===== config.mk =====
export PLATFORM = sky130hd
export DESIGN_NAME = slot_scheduler
export DESIGN_NICKNAME = d
export VERILOG_FILES = /design/src/rtl/slot_scheduler.sv
export SDC_FILE = /design/constraint.sdc
export NUM_CORES = 1
export LEC_CHECK = 0
export BUFFER_PORTS_ARGS = -buffer_cell sky130_fd_sc_hd__buf_2
export CORE_UTILIZATION = 35
export DETAILED_ROUTE_END_ITERATION = 7
export GPL_TIMING_DRIVEN = 0
export PLACE_DENSITY = 0.5
export SKIP_CTS_REPAIR_TIMING = 1
export SLEW_MARGIN = 5
export SYNTH_ARGS = -nofsm -noshare
export SYNTH_HDL_FRONTEND = slang
export SYNTH_SLANG_ARGS = --single-unit

===== constraint.sdc =====
create_clock -name clock -period 4.9 [get_ports clock]
set_clock_uncertainty 0.05 [all_clocks]
set_input_delay 0.49 -clock clock [delete_from_list [all_inputs] [get_ports clock]]
set_output_delay 0.49 -clock clock [all_outputs]
set_load 0.05 [all_outputs]

===== src/rtl/slot_scheduler.sv =====
`default_nettype none
// ============================================================================
// Module      : slot_scheduler
// Description : Round-robin time-slot scheduler for five requesters. Issues
//               a registered one-hot grant with a done/withdraw handshake,
//               a hold-time limit and a one-cycle turnaround gap between
//               grants.
// Revision    : 1.0 - initial release
// ============================================================================
module slot_scheduler #(
    parameter int HOLD_MAX = 8,
    parameter int HOLD_W   = 8
) (
    input  logic       clock,
    input  logic       reset_n,
    input  logic       enable,
    input  logic [4:0] req,
    input  logic       done,
    output logic [4:0] grant,
    output logic [2:0] slot,
    output logic       busy,
    output logic       timeout
);

    localparam logic [1:0]        c_idle      = 2'd0;
    localparam logic [1:0]        c_grant     = 2'd1;
    localparam logic [1:0]        c_gap       = 2'd2;
    localparam logic [HOLD_W-1:0] c_hold_last = HOLD_W'(HOLD_MAX - 1);

    logic [1:0]        r_state;
    logic [1:0]        w_state_nxt;
    logic [2:0]        r_ptr;
    logic [4:0]        r_grant;
    logic [2:0]        r_slot;
    logic              r_busy;
    logic              r_timeout;
    logic [HOLD_W-1:0] r_hold;

    logic [2:0]        w_ptr_nxt;
    logic [4:0]        w_grant_nxt;
    logic [2:0]        w_slot_nxt;
    logic              w_busy_nxt;
    logic              w_timeout_nxt;
    logic [HOLD_W-1:0] w_hold_nxt;

    logic [2:0]        w_sel;
    logic              w_found;
    logic              w_slot_req;
    logic              w_expire;
    logic              w_release;

    // (base + off) mod 5 for base, off in 0..4
    function automatic logic [2:0] f_wrap_add(input logic [2:0] base, input logic [2:0] off);
        logic [3:0] s;
        s = {1'b0, base} + {1'b0, off};
        if (s >= 4'd5) begin
            s = s - 4'd5;
        end
        return s[2:0];
    endfunction

    // Pick the first active request starting at the rotation pointer; the
    // scan runs backwards so the nearest candidate is the one that sticks.
    always_comb begin
        w_sel   = 3'd0;
        w_found = 1'b0;
        for (int k = 4; k >= 0; k--) begin
            if (req[f_wrap_add(r_ptr, 3'(k))]) begin
                w_sel   = f_wrap_add(r_ptr, 3'(k));
                w_found = 1'b1;
            end
        end
    end

    // The grant is one-hot on the served slot, so masking req with it tells
    // whether the current owner still requests without indexing by slot.
    assign w_slot_req = |(req & r_grant);
    assign w_expire   = (r_hold == c_hold_last);
    assign w_release  = done | ~w_slot_req | w_expire;

    // State register
    always_ff @(posedge clock) begin
        if (!reset_n) begin
            r_state <= c_idle;
        end else begin
            r_state <= w_state_nxt;
        end
    end

    // Next-state decode; unused encodings fall back to IDLE
    always_comb begin
        w_state_nxt = c_idle;
        case (r_state)
            c_idle:  w_state_nxt = (enable && w_found) ? c_grant : c_idle;
            c_grant: w_state_nxt = w_release ? c_gap : c_grant;
            c_gap:   w_state_nxt = c_idle;
            default: w_state_nxt = c_idle;
        endcase
    end

    // Next values for the registered outputs, pointer and hold counter
    always_comb begin
        w_ptr_nxt     = r_ptr;
        w_grant_nxt   = r_grant;
        w_slot_nxt    = r_slot;
        w_busy_nxt    = r_busy;
        w_hold_nxt    = r_hold;
        w_timeout_nxt = 1'b0;
        case (r_state)
            c_idle: begin
                if (enable && w_found) begin
                    w_grant_nxt = 5'b00001 << w_sel;
                    w_slot_nxt  = w_sel;
                    w_busy_nxt  = 1'b1;
                    w_hold_nxt  = '0;
                end
            end
            c_grant: begin
                if (w_release) begin
                    w_grant_nxt   = 5'b00000;
                    w_busy_nxt    = 1'b0;
                    w_ptr_nxt     = (r_slot == 3'd4) ? 3'd0 : r_slot + 3'd1;
                    // Expiry only flags when neither done nor a withdrawal
                    // would have released the grant anyway.
                    w_timeout_nxt = w_expire & ~done & w_slot_req;
                end else begin
                    w_hold_nxt = r_hold + 1'b1;
                end
            end
            c_gap: begin
                w_grant_nxt = 5'b00000;
            end
            default: begin
                w_grant_nxt = 5'b00000;
                w_busy_nxt  = 1'b0;
            end
        endcase
    end

    // Datapath register with synchronous active-low reset
    always_ff @(posedge clock) begin
        if (!reset_n) begin
            r_ptr     <= 3'd0;
            r_grant   <= 5'b00000;
            r_slot    <= 3'd0;
            r_busy    <= 1'b0;
            r_timeout <= 1'b0;
            r_hold    <= '0;
        end else begin
            r_ptr     <= w_ptr_nxt;
            r_grant   <= w_grant_nxt;
            r_slot    <= w_slot_nxt;
            r_busy    <= w_busy_nxt;
            r_timeout <= w_timeout_nxt;
            r_hold    <= w_hold_nxt;
        end
    end

    assign grant   = r_grant;
    assign slot    = r_slot;
    assign busy    = r_busy;
    assign timeout = r_timeout;

endmodule
`default_nettype wire


-- Yosys cells after proc, flatten, opt, wreduce, memory -nomap -nowiden
Index checks and enable logic that the tools add are counted.
- register bits: 23
- input bits: 9
- output and inout port bits: 10
- word-level logic and storage cells: 92
- $add $sub $neg: 11
- $lt $le $gt $ge: 10
- equality and inequality tests: 7
- shift-type cells: 1
- muxes and demuxes: 38
- bitwise logic cells: 8
- reduce and logical (&&, ||, !) cells: 10
- operators with widths (operator ; count):
    $mux W3 ; 11
    $lt A3 B4 Y1 const B ; 5
    $ge A4 B3 Y1 const B ; 4
    $mux W8 ; 2
    $pmux W8 S2 ; 1
    $bmux W1 S3 ; 5
    $sub A3 B3 Y3 const B ; 5
    $mux W1 ; 13
    $mux W5 ; 2
    $pmux W5 S2 ; 1
    $reduce_and A3 Y1 ; 3
    $add A3 B2 Y4 const B ; 2
    $add A8 B1 Y8 const B ; 1
    $eq A8 B3 Y1 const B ; 1
    $ne A2 B2 Y1 const B ; 3
    $reduce_and A2 Y1 ; 3
    $and A5 B5 Y5 ; 1
    $reduce_or A5 Y1 ; 1
    $shl A1 B3 Y5 const A ; 1
    $add A3 B1 Y4 const B ; 1
    $add A3 B3 Y4 const B ; 1
    $pmux W2 S2 ; 1
    $add A3 B1 Y3 const B ; 1
    $eq A3 B3 Y1 const B ; 1
    other kinds (11) ; 15

-- Depth between registers and ports, before layout
- depth after elaboration: 13
- depth in mapped cells: 14
- mapped depth without buffers: 13

-- Worst setup path before layout
Ideal clock, no wire load.
- path type: register to register
- start point: reg r_ptr[0]
- end point: reg r_hold[0]
- setup time: 0.080 ns
- arrival time: 3.260 ns
- required time: 4.770 ns
- path slack: 1.510 ns
- cell stages (with the launch flop): 13
- path buffers: 1
- period minus slack after synthesis: 3.390 ns
- cell sequence: dfxtp_1 -> buf_6 -> clkinv_1 -> ha_1 -> mux4_2 -> mux2_2 -> and2_4 -> or2_4 -> nand2b_4 -> o311ai_4 -> and2_4 -> nor2_2 -> a211oi_2
- word-level cells in the longest chain between the ends: 13
- elaborated cells between the ends (all ways): 37
- those cells by class: add/sub: 9; order compare: 5; eq/ne: 1; mux: 20; reduce/logical: 2
- ends and longest elaborated chain (element ; RTL line ; RTL):
    from (decl) ; 32 ; logic [2:0] r_ptr;
    from (signal assigned) ; 150 ; r_ptr <= w_ptr_nxt;
    $add A3 B3 Y4 ; 55 ; s = {1'b0, base} + {1'b0, off};
    $ge A4 B3 Y1 or $sub A3 B3 Y3 (tied branches) ; 56, 57 ;
    $mux W3 ; 56 ; if (s >= 4'd5) begin
    $bmux W1 S3 ; 68 ; if (req[f_wrap_add(r_ptr, 3'(k))]) begin
    $mux W1 (not written as such) ; 68 ;
    $mux W1 (4 in series) ; 68 ;
    $mux W1 (*) ; 68 ;
    $logic_and A1 B1 Y1 (*) ; 111 ; if (enable && w_found) begin
    $ne A2 B2 Y1 (no line) (*) ; -- ;
    $reduce_and A3 Y1 (no line) (*) ; -- ;
    to (signal assigned) ; 155 ; r_hold <= w_hold_nxt;
    to (decl) ; 37 ; logic [HOLD_W-1:0] r_hold;
Mark *: on every way between the ends. The rest lies on a longest branch, timed or not. The select of a mux whose other input is x is not followed.
A chain may end at the register's enable or synchronous reset.

-- Final worst setup path
- start point: reg r_ptr[0]
- end point: reg r_grant[2], in the netlist grant[2]
- word-level cells in the longest chain between the ends: 13
- elaborated cells between the ends (all ways): 45
- those cells by class: add/sub: 9; order compare: 5; eq/ne: 1; shift: 1; mux: 27; reduce/logical: 2
- ends and longest elaborated chain (element ; RTL line ; RTL):
    $add A3 B3 Y4 ; 55 ;
    $ge A4 B3 Y1 or $sub A3 B3 Y3 (tied branches) ; 56, 57 ;
    $mux W3 ; 56 ;
    $bmux W1 S3 ; 68 ;
    $mux W1 (not written as such) ; 68 ;
    $mux W3 or $mux W1 (tied branches) (5 in series) ; 68 ;
    $shl A1 B3 Y5 or $logic_and A1 B1 Y1 (tied branches) ; 112, 111 ;
    $mux W5 or $ne A2 B2 Y1 (tied branches) ; -- ;
    $pmux W5 S2 or $reduce_and A2 Y1 (tied branches) ; -- ;
    to (signal assigned) ; 151 ; r_grant <= w_grant_nxt;
    to (decl) ; 33 ; logic [4:0] r_grant;
Parallel ways exist; a longest one is shown, timed or not. The select of a mux whose other input is x is not followed.

==> summary.md <==
| Metric | Value |
|---|---|
| Synthesized net count | `291` |
| Leading area contributor after synthesis | `dfxtp_1` |
| Num rows | `28` |
| Core Region | `0.00592 mm^2` |
| Gate Count Post-Synth | `269` |
| Pwr Density | `405 mW/mm^2` |
| R2R setup slack | `0.59 ns` |
| Non-filler cells, final | `366` |
| Worst EP arrival | `4.43 ns` |
| WL/cell | `16.3 um` |
| CP max-delay cell | `a221oi_1` |
| Critical path cell sequence | `buf_6 > clkinv_1 > ha_1 > clkbuf_1 > buf_2 > nand3_1 > a21oi_1 > nor3_1 > a21oi_1 > o211ai_1 > a221oi_1 > nor2b_1 > a22o_1` |
| Hold slack | `0.445 ns` |
| Gpl congestion | `0.785` |
| CP max FO | `10` |
| Final Max Slew Viols | `0` |
| Clk_lat worst skew | `0.27 ns` |
| IO Pins | `19` |
| Outcome | `complete, no violations` |
| Syn-to-layout area delta | `10.7%` |
| Worst Reg-to-Reg Cells | `13` |
| Worst Tran Pin Value | `0.755 ns` |
| Drt via density | `5.67` |
| DR WL met2 | `2850 um` |
| Final wirelength | `5950 um` |
| Worst path required time | `5.02 ns` |
| Synthesized area | `0.00215 mm^2` |
| Initial antenna violation count | `0` |
| Max Used Layer | `met4` |
| Post-synth EDFFs | `0` |
| Total of max-cap violations | `0` |
| # diodes | `0` |
| DP Area | `0.00233 mm^2` |
| Post-Place Cells | `362` |
| HPWL after DPL | `4470 um` |
| Die height | `80.3 um` |
| Clk buf depth | `2` |
| Clk slew on worst S/H paths | `0.09 ns` |
| Die area | `0.00645 mm^2` |
| M1 wire length | `2890 um` |
| Setup_tns | `0 ns` |
| Router iterations before antenna repair | `4` |
| Final Cell Area | `0.00238 mm^2` |
| CTS H-Tree Depth | `1` |
| Synth area leaders | `dfxtp_1 (21%), ha_1 (7.0%), a21oi_1 (4.7%)` |
| CTS root buffer | `clkbuf_8` |
| Num CTS Buffers | `3` |
| Endpoints failing setup | `0` |
| Nets | `314` |
| Commonest non-fill, non-tap cells in the layout | `buf_2 (30), nor2_1 (26), dfxtp_1 (23)` |
| Vias in the first global route | `2049` |
| Biggest cell delay along the critical path | `0.68 ns` |
| Worst slew margin | `49.7%` |
| CP most frequent cell | `a21oi_1` |
| Xor and xnor area share after synthesis | `3.67%` |
| Mux cell area share after synthesis | `7.40%` |
| Ys Warns | `0` |
| Adder-Cell Fraction of Synth Area | `7.93%` |
| Global-route wire length before repair | `9870 um` |
| Tcrit/Tclk final | `88.0%` |
| #FFs+latches synth | `23` |
| Gr usage total | `19.8%` |
| Initial Util | `36.3%` |
| Predominant post-synthesis flop cell | `dfxtp_1` |
| Avg Synthesized Cell Area | `7.98 um^2` |
| Crit path setup slack, layout | `0.587 ns` |
| Largest net degree at the start of global routing | `14` |
| Reg-to-Reg End | `grant[2]$_SDFFE_PN0P_` |
| CTS tree | `yes` |
| Crit path launch type | `register` |
| PortBufs | `18` |
| Initial DRC Count | `99` |
| Pre-CTS WS | `0.610 ns` |
| Drc violations | `0` |
| Synth Area in Compound Gates | `26.8%` |
| Grt total ovfl | `0` |
| Routed length on met3 | `150 um` |
| Post-route ant nets | `0` |
| CP Capture Point | `grant[2]$_SDFFE_PN0P_` |
| Setup CP Type | `reg2reg` |
| Most common cell after layout, fill and taps aside | `buf_2` |
| RSZ-0062 raised after global routing | `no` |
| Ys async rst share | `0%` |
| Hold Violations, Final | `0` |
| Die Width | `80.3 um` |
| Sequential-to-total area share from yosys stat | `21.4%` |
| Clk sinks | `23` |
| HP Class | `in2reg` |
| # fillers | `634` |
| Crit Reg-Reg Startpoint | `r_ptr[0]$_SDFFE_PN0P_` |
| CP startpoint | `r_ptr[0]$_SDFFE_PN0P_` |
| Post-Synth Simple-Gate Area | `26.3%` |
| Largest family of logic cells by synthesized area | `compound AO/OA/AOI/OAI gates` |
| Leak Pwr | `0.000962 uW` |
| Via count | `2074` |
| FMAX | `0.232 GHz` |
| Tmin final | `4.31 ns` |
| Synth top area share | `21.4%` |
| VDD IR max | `0.000227 V` |
| CP endpoint kind | `register` |
| Post-synth cell types | `70` |
| Layout cell share with drive strength beyond 1 | `18.2%` |
[per-stage QoR]
stage	power (uW)	utilization [%]
after floorplan	712	-
after global placement	846	39.4
final	963	40.2
after CTS	968	40.2
after global routing	1050	40.2
after detailed placement	845	39.4
[cell families after synthesis]
logic type,count (synthesis)
compound gates,79
buf+inv,29
xor+xnor,9
flops,23
fa+ha+maj,13
simple gates,103
mux,13
[synth_stat cells, types with 3 or more instances]
cell,instances
a32o_1,3
mux2i_1,8
o21a_1,3
nand2b_1,4
mux2_2,3
a21oi_1,20
buf_2,12
nor2_1,26
nor3_1,15
and3_1,4
ha_1,12
dfxtp_1,23
xor2_1,4
inv_1,11
a21o_1,4
a31oi_1,4
o21ai_0,8
nand3_1,5
nand2_1,14
a211oi_1,8
xnor2_1,5
or3_1,3
nand4_1,3
nor2b_1,6
[state kept, by name, indices dropped and copies added (netlist names)]
name	cells
r_hold	8
grant	5
r_ptr	3
slot	3
r_state	2
busy	1
timeout	1
[worst max-delay path, delay by kind of cell, from the launching register on]
family,cells,cell delay [ns]
simple gates,3,0.33
compound gates,5,1.69
fa+ha+maj,1,0.49
flops,1,0.47
buf+inv,4,1.19
[worst min-delay path by stage]
stage                              to                   start  slack (ns)  cells after the start
6_report            busy$_SDFFE_PN0P_                 reset_n        0.44                      2
5_1_grt             busy$_SDFFE_PN0P_                 reset_n        0.44                      2
4_1_cts             busy$_SDFFE_PN0P_                 reset_n        0.44                      2
3_5_place_dp        busy$_SDFFE_PN0P_       busy$_SDFFE_PN0P_        0.44                      1
3_3_place_gp    grant[1]$_SDFFE_PN0P_   grant[1]$_SDFFE_PN0P_        0.44                      1
2_1_floorplan  r_hold[5]$_SDFFE_PN0P_  r_hold[5]$_SDFFE_PN0P_        0.42                      2
[layer usage]
layer,track usage (%),vias up
li1,-,1051
met1,25.5,987
met2,33.9,31
met3,1.36,5
met4,8.39,0
met5,0,-
[cell type report]
type	count	area, um^2	share of cell area (%)
Inverter	13	48.8	2.05
Multi-Input combinational cell	217	1550	65.1
Timing Repair Buffer	18	90.1	3.79
Clock inverter	1	5.00	0.211
Sequential cell	23	460	19.4
Clock buffer	3	41.3	1.74
Tap cell	75	93.8	3.95
Buffer	16	90.1	3.79
[power by group]
group,switching (uW),leakage [uW],internal (uW)
Combinational,382,0.000750,232
Clock,61.2,0.0000255,56.8
Sequential,22.4,0.000187,209
Note: power is estimated with default switching activity, not from simulation.
